[config.mk]
export PLATFORM = sky130hd
export DESIGN_NAME = uart_rx
export DESIGN_NICKNAME = d
export VERILOG_FILES = /design/src/rtl/uart_pkg.sv /design/src/rtl/uart_rx_sampler.sv /design/src/rtl/uart_rx.sv
export SDC_FILE = /design/constraint.sdc
export NUM_CORES = 1
export LEC_CHECK = 0
export ABC_AREA = 1
export CORE_MARGIN = 2
export CORE_UTILIZATION = 49
export CTS_BUF_LIST = sky130_fd_sc_hd__clkbuf_8
export DETAILED_ROUTE_END_ITERATION = 6
export PLACE_DENSITY_LB_ADDON = 0.08
export SYNTH_ARGS = -nofsm -noshare
export SYNTH_HDL_FRONTEND = slang
export SYNTH_SLANG_ARGS = --single-unit
[constraint.sdc]
create_clock -name CLK -period 3.55 [get_ports CLK]
set_clock_uncertainty 0.1 [all_clocks]
set_input_delay 0.8875 -clock CLK [delete_from_list [all_inputs] [get_ports CLK]]
set_output_delay 0.8875 -clock CLK [all_outputs]
set_load 0.02 [all_outputs]
[src/rtl/uart_pkg.sv]
// Shared UART types and defaults: receiver FSM states, parity encodings and
// a 2-of-3 majority helper.
package uart_pkg;

    typedef enum logic [2:0] {
        IDLE,
        START,
        DATA,
        PARITY,
        STOP
    } rx_state_e;

    localparam logic PAR_EVEN = 1'b0;
    localparam logic PAR_ODD  = 1'b1;

    localparam int DEF_DATA_WIDTH     = 8;
    localparam int DEF_PRESCALE_WIDTH = 6;

    function automatic logic majority3(input logic [2:0] s);
        return (s[0] & s[1]) | (s[0] & s[2]) | (s[1] & s[2]);
    endfunction

endpackage

[src/rtl/uart_rx_sampler.sv]
// Bit timing for the UART receiver: per-bit edge counter, bit counter and a
// three-sample majority vote around the bit centre.
module uart_rx_sampler
    import uart_pkg::*;
#(
    parameter int PRESCALE_WIDTH = DEF_PRESCALE_WIDTH,
    parameter int BIT_CNT_WIDTH  = 4
) (
    input  logic                      clk_i,
    input  logic                      rst_i,
    input  logic                      en_i,
    input  logic                      rx_i,
    input  logic [PRESCALE_WIDTH-1:0] prescale_i,
    output logic [BIT_CNT_WIDTH-1:0]  bit_cnt_o,
    output logic                      sampled_bit_o,
    output logic                      bit_strobe_o,
    output logic                      bit_end_o
);

    logic [PRESCALE_WIDTH-1:0] edge_cnt_q, edge_cnt_d;
    logic [PRESCALE_WIDTH-1:0] half, last;
    logic [BIT_CNT_WIDTH-1:0]  bit_cnt_q, bit_cnt_d;
    logic [2:0]                samples_q, samples_d;
    logic                      strobe_q, strobe_d;
    logic                      in_window;

    assign half      = prescale_i >> 1;
    assign last      = prescale_i - PRESCALE_WIDTH'(1);
    assign in_window = (edge_cnt_q >= half - PRESCALE_WIDTH'(2)) && (edge_cnt_q <= half);
    assign bit_end_o = en_i && (edge_cnt_q == last);

    // The vote is presented the cycle after the last sample has been captured.
    assign bit_strobe_o  = strobe_q;
    assign sampled_bit_o = majority3(samples_q);
    assign bit_cnt_o     = bit_cnt_q;

    always_comb begin
        edge_cnt_d = edge_cnt_q;
        bit_cnt_d  = bit_cnt_q;
        samples_d  = samples_q;
        strobe_d   = 1'b0;
        if (!en_i) begin
            edge_cnt_d = '0;
            bit_cnt_d  = '0;
        end else begin
            if (bit_end_o) begin
                edge_cnt_d = '0;
                bit_cnt_d  = bit_cnt_q + BIT_CNT_WIDTH'(1);
            end else begin
                edge_cnt_d = edge_cnt_q + PRESCALE_WIDTH'(1);
            end
            strobe_d = (edge_cnt_q == half);
            if (in_window) begin
                samples_d = {samples_q[1:0], rx_i};
            end
        end
    end

    always_ff @(posedge clk_i) begin
        if (rst_i) begin
            edge_cnt_q <= '0;
            bit_cnt_q  <= '0;
            samples_q  <= '0;
            strobe_q   <= 1'b0;
        end else begin
            edge_cnt_q <= edge_cnt_d;
            bit_cnt_q  <= bit_cnt_d;
            samples_q  <= samples_d;
            strobe_q   <= strobe_d;
        end
    end

endmodule

[src/rtl/uart_rx.sv]
// UART receiver: synchronises RX_IN, detects the start edge, walks the frame
// with an FSM and reports the byte or its parity/stop errors as one-cycle pulses.
module uart_rx
    import uart_pkg::*;
#(
    parameter int DATA_WIDTH     = DEF_DATA_WIDTH,
    parameter int PRESCALE_WIDTH = DEF_PRESCALE_WIDTH
) (
    input  logic                      CLK,
    input  logic                      RST,
    input  logic                      RX_IN,
    input  logic [PRESCALE_WIDTH-1:0] PRESCALE,
    input  logic                      PAR_EN,
    input  logic                      PAR_TYP,
    output logic [DATA_WIDTH-1:0]     P_DATA,
    output logic                      DATA_VALID,
    output logic                      PAR_ERR,
    output logic                      STP_ERR
);

    localparam int BCW = $clog2(DATA_WIDTH + 3);
    localparam logic [BCW-1:0] LAST_DATA_BIT = BCW'(DATA_WIDTH);

    rx_state_e                 state_q, state_d;
    logic                      rx_meta_q, rx_s_q, rx_prev_q;
    logic [PRESCALE_WIDTH-1:0] prescale_q;
    logic                      par_en_q, par_typ_q;
    logic [DATA_WIDTH-1:0]     shift_q, shift_d;
    logic [DATA_WIDTH-1:0]     p_data_q, p_data_d;
    logic                      par_fail_q, par_fail_d;
    logic                      dv_q, dv_d, pe_q, pe_d, se_q, se_d;
    logic                      cfg_load, start_edge, exp_par;
    logic [BCW-1:0]            bit_cnt;
    logic                      sampled_bit, bit_strobe, bit_end;

    assign start_edge = rx_prev_q & ~rx_s_q;
    assign exp_par    = (^shift_q) ^ (par_typ_q == PAR_ODD);

    uart_rx_sampler #(
        .PRESCALE_WIDTH (PRESCALE_WIDTH),
        .BIT_CNT_WIDTH  (BCW)
    ) u_sampler (
        .clk_i         (CLK),
        .rst_i         (RST),
        .en_i          (state_q != IDLE),
        .rx_i          (rx_s_q),
        .prescale_i    (prescale_q),
        .bit_cnt_o     (bit_cnt),
        .sampled_bit_o (sampled_bit),
        .bit_strobe_o  (bit_strobe),
        .bit_end_o     (bit_end)
    );

    always_comb begin
        state_d    = state_q;
        shift_d    = shift_q;
        p_data_d   = p_data_q;
        par_fail_d = par_fail_q;
        dv_d       = 1'b0;
        pe_d       = 1'b0;
        se_d       = 1'b0;
        cfg_load   = 1'b0;
        case (state_q)
            IDLE: begin
                if (start_edge) begin
                    state_d    = START;
                    cfg_load   = 1'b1;
                    par_fail_d = 1'b0;
                end
            end
            START: begin
                if (bit_strobe) begin
                    state_d = sampled_bit ? IDLE : DATA;
                end
            end
            DATA: begin
                if (bit_strobe) begin
                    shift_d = {sampled_bit, shift_q[DATA_WIDTH-1:1]};
                end
                if (bit_end && bit_cnt == LAST_DATA_BIT) begin
                    state_d = par_en_q ? PARITY : STOP;
                end
            end
            PARITY: begin
                if (bit_strobe && sampled_bit != exp_par) begin
                    par_fail_d = 1'b1;
                end
                if (bit_end) begin
                    state_d = STOP;
                end
            end
            STOP: begin
                // Decide at the stop-bit centre so a following start edge is not missed.
                if (bit_strobe) begin
                    state_d = IDLE;
                    pe_d    = par_fail_q;
                    se_d    = ~sampled_bit;
                    if (sampled_bit && !par_fail_q) begin
                        p_data_d = shift_q;
                        dv_d     = 1'b1;
                    end
                end
            end
            default: state_d = IDLE;
        endcase
    end

    always_ff @(posedge CLK) begin
        if (RST) begin
            state_q    <= IDLE;
            rx_meta_q  <= 1'b1;
            rx_s_q     <= 1'b1;
            rx_prev_q  <= 1'b1;
            prescale_q <= '0;
            par_en_q   <= 1'b0;
            par_typ_q  <= PAR_EVEN;
            shift_q    <= '0;
            p_data_q   <= '0;
            par_fail_q <= 1'b0;
            dv_q       <= 1'b0;
            pe_q       <= 1'b0;
            se_q       <= 1'b0;
        end else begin
            state_q    <= state_d;
            rx_meta_q  <= RX_IN;
            rx_s_q     <= rx_meta_q;
            rx_prev_q  <= rx_s_q;
            shift_q    <= shift_d;
            p_data_q   <= p_data_d;
            par_fail_q <= par_fail_d;
            dv_q       <= dv_d;
            pe_q       <= pe_d;
            se_q       <= se_d;
            if (cfg_load) begin
                prescale_q <= PRESCALE;
                par_en_q   <= PAR_EN;
                par_typ_q  <= PAR_TYP;
            end
        end
    end

    assign P_DATA     = p_data_q;
    assign DATA_VALID = dv_q;
    assign PAR_ERR    = pe_q;
    assign STP_ERR    = se_q;

endmodule

==> flow_metrics.env <==
export IMPL_cp_slowest_cell="inv_1"
export IMPL_synth_flop_cell="dfxtp_1"
export IMPL_hold_class="reg2reg"
export IMPL_post_cts_buffers=0
export IMPL_yosysWarnings=0
export IMPL_grt_pass1_vias=1824
export IMPL_syn_avg_cell_area_um2=7.276
export IMPL_rsz0062_at_grt="false"
export IMPL_dieWidth_um=74.53
export IMPL_cts_buffers=5
export IMPL_period_minus_slack_ns=2.259
export IMPL_slew_limit_headroom_pct=52.96
export IMPL_grt_max_degree=32
export IMPL_cp_top_family="buffers and inverters"
export IMPL_drive_above_1_share_pct=6.111
export IMPL_r2r_cells=11
export IMPL_wl_per_cell_um=11.07
export IMPL_synth_fa_ha_area_share_pct=8.214
export IMPL_cp_start_kind="input port"
export IMPL_worst_path_max_fanout=31
export IMPL_cp_cell_sequence="clkdlybuf4s50_1 -> inv_1 -> o21ai_0 -> a21oi_1"
export IMPL_synth_top_family_by_area="simple AND/OR/NAND/NOR gates"
export IMPL_r2r_slack_ns=1.31
export IMPL_dpl_hpwl_um=3579
export IMPL_synth_xor_area_share_pct=5.031
export IMPL_nFillCells=482
export IMPL_grt_overflow=0
export IMPL_fin_crit_sh_pct=63.64
export IMPL_final_hold_viol_count=0
export IMPL_fp_dieArea_um2=5554
export IMPL_synth_area_leader_cell="dfxtp_1"
export IMPL_yosysSeqAreaShare_pct=39.43
export IMPL_path_buf_inv=2
export IMPL_async_flop_share_pct=0
export IMPL_required_ns=3.68
export IMPL_clock_sinks=48
export IMPL_synth_area_leaders="dfxtp_1 39%, nor2_1 9.5%, ha_1 8.2%"
export IMPL_fin_util_pct=59.37
export IMPL_die_h_um=74.53
export IMPL_tightestPinTransition_ns=0.7048
export IMPL_area_delta_synth_final_pct=15.81
export IMPL_core_area_um2=4755
export IMPL_timing_final_ws_setup_ns=1.291
export IMPL_via_per_inst=4.871
export IMPL_drtIter0Drc=79
export IMPL_multi_input_area_um2=1291
export IMPL_start_util_pct=51.26
export IMPL_synth_compound_area_share_pct=12.63
export IMPL_antenna_left=0
export IMPL_cts_buffer_depth=2
export IMPL_netlist_area_um2=2437
export IMPL_cts_resized_gates=0
export IMPL_gp_congestion=0.9351
export IMPL_ys_types=28
export IMPL_tns_ns=0
export IMPL_first_pass_iters=4
export IMPL_synth_common_cells="62 x nor2_1, 48 x dfxtp_1, 43 x inv_1, 43 x nand2_1, 33 x o21ai_0"
export IMPL_syn_num_nets=362
export IMPL_power_density_nw_per_um2=495.3
export IMPL_regToRegStartpoint="prescale_q[2]"
export IMPL_yosysMostFrequentCell="nor2_1"
export IMPL_clk_pin_slew_ns=0.09
export IMPL_slew_violations=0
export IMPL_critPathLaunch="RST"
export IMPL_register_area_um2=960.9
export IMPL_vdd_drop_max_mv=0.2899
export IMPL_ys_ff_latch=48
export IMPL_drc_errors=0
export IMPL_use_met2_pct=28.32
export IMPL_num_rows=25
export IMPL_postSynthCellCount=335
export IMPL_n_antenna_cell=0
export IMPL_use_met1_pct=25.19
export IMPL_antenna_found_initial=0
export IMPL_root_buffer="clkbuf_8"
export IMPL_port_buffers=21
export IMPL_drt_total_wl_um=4726
export IMPL_clk_insertion_delay_late_ns=0.30
export IMPL_end_kind="flop"
export IMPL_h_tree_depth=2
export IMPL_critPathMaxStageDelay_ns=0.58
export IMPL_synthMuxAreaShare_pct=0
export IMPL_grt_usage_pct=18.32
export IMPL_postCtsHoldBufs=0
export IMPL_fmax_mhz=442.6
export IMPL_use_met3_pct=4.065
export IMPL_status="complete, no violations"
export IMPL_synth_edf_count=0
export IMPL_synth_top_area_share_pct=39.43
export IMPL_r2r_end="u_sampler.samples_q[0]"
export IMPL_cts_tree="yes"
export IMPL_worstSetupPathType="in2reg"
export IMPL_static_leakage_power_nw=1.251
export IMPL_arrival_ns=2.39
export IMPL_critical_path_depth=4
export IMPL_setup_violations=0
export IMPL_grt_pass1_wl_um=7866
export IMPL_vias=2080
export IMPL_io_pins=22
export IMPL_cp_endpoint="prescale_q[3]"
export IMPL_top_usage_layer="met2"
export IMPL_num_nets_final=386
export IMPL_dp_slack_ns=0.9879
export IMPL_yosys_area_share_simple_pct=27.10
export IMPL_drv_cap=0
## final cells by class
type | instances | share of cell area [%]
Clock buffer | 5 | 2.438
Clock inverter | 3 | 1.374
Inverter | 45 | 5.984
Multi-Input combinational cell | 238 | 45.74
Sequential cell | 48 | 34.04
Tap cell | 67 | 2.970
Timing Repair Buffer | 21 | 7.447
## worst min-delay path by stage
stage	startpoint	endpoint	cells after the start
5_1_grt	rx_meta_q	rx_s_q	1
4_1_cts	rx_meta_q	rx_s_q	1
3_5_place_dp	rx_meta_q	rx_s_q	1
6_report	rx_meta_q	rx_s_q	1
3_3_place_gp	rx_meta_q	rx_s_q	1
2_1_floorplan	rx_meta_q	rx_s_q	1
## per-stage QoR
| step | power, mW | std cells | hold slack (ns) | cell area (um2) |
|---|---|---|---|---|
| 6_report | 1.398 | 427 | 0.3178 | 2823 |
| 5_1_grt | 1.497 | 427 | 0.3295 | 2823 |
| 4_1_cts | 1.405 | 427 | 0.3213 | 2823 |
| 3_5_place_dp | 1.023 | 419 | 0.2980 | 2715 |
| 3_3_place_gp | 1.014 | 419 | 0.2970 | 2715 |
| 2_1_floorplan | 0.9298 | 335 | 0.2895 | 2437 |
## layout by cell type, fill, tap and decap left out, drive strengths merged
| master | netlist | final |
|---|---|---|
| inv | 45 | 46 |
| o21a | 3 | 3 |
| o21bai | 1 | 1 |
| xnor2 | 9 | 9 |
| nand3 | 21 | 21 |
| clkinv | 0 | 1 |
| o31ai | 1 | 1 |
| nand4 | 6 | 6 |
| ha | 16 | 16 |
| bufinv | 0 | 1 |
| a21oi | 20 | 20 |
| or2 | 2 | 2 |
| nor2 | 68 | 68 |
| nand2 | 47 | 47 |
| nor3 | 3 | 3 |
| nor3b | 1 | 1 |
| dfxtp | 48 | 48 |
| clkdlybuf4s50 | 0 | 21 |
| o21ai | 34 | 34 |
| xor2 | 5 | 5 |
| clkbuf | 2 | 5 |
| nor4 | 1 | 1 |
## power by group
part | leakage, nW | switching (mW) | total [mW] | internal [mW]
registers | 0.389 | 0.0403 | 0.615 | 0.575
logic | 0.803 | 0.257 | 0.400 | 0.143
clock network | 0.0593 | 0.177 | 0.383 | 0.206
total | 1.25 | 0.474 | 1.40 | 0.924
## state kept, by name (all words and copies together) (netlist names), 3 cells and up
signal                flops
prescale_q                6
P_DATA                    8
shift_q                   8
u_sampler.samples_q       3
u_sampler.edge_cnt_q      6
state_q                   3
u_sampler.bit_cnt_o       4
## logic make-up (layout without fill, tap and decap cells)
family / Yosys count / in the layout
AOI/OAI and AO/OA: 59 / 59
xor gates and xnor gates: 14 / 14
adders and majority gates: 16 / 16
buffers and inverters: 49 / 74
DFF: 48 / 48
and+or+nand+nor: 149 / 149
## metal layers
layer | vias to the layer above | share of wire (%)
met3 | 7 | 4.1
met1 | 921 | 50
met4 | 0 | 1.1
li1 | 1118 | -
met5 | - | 0
met2 | 34 | 45
Note: power is estimated with default switching activity, not from simulation.
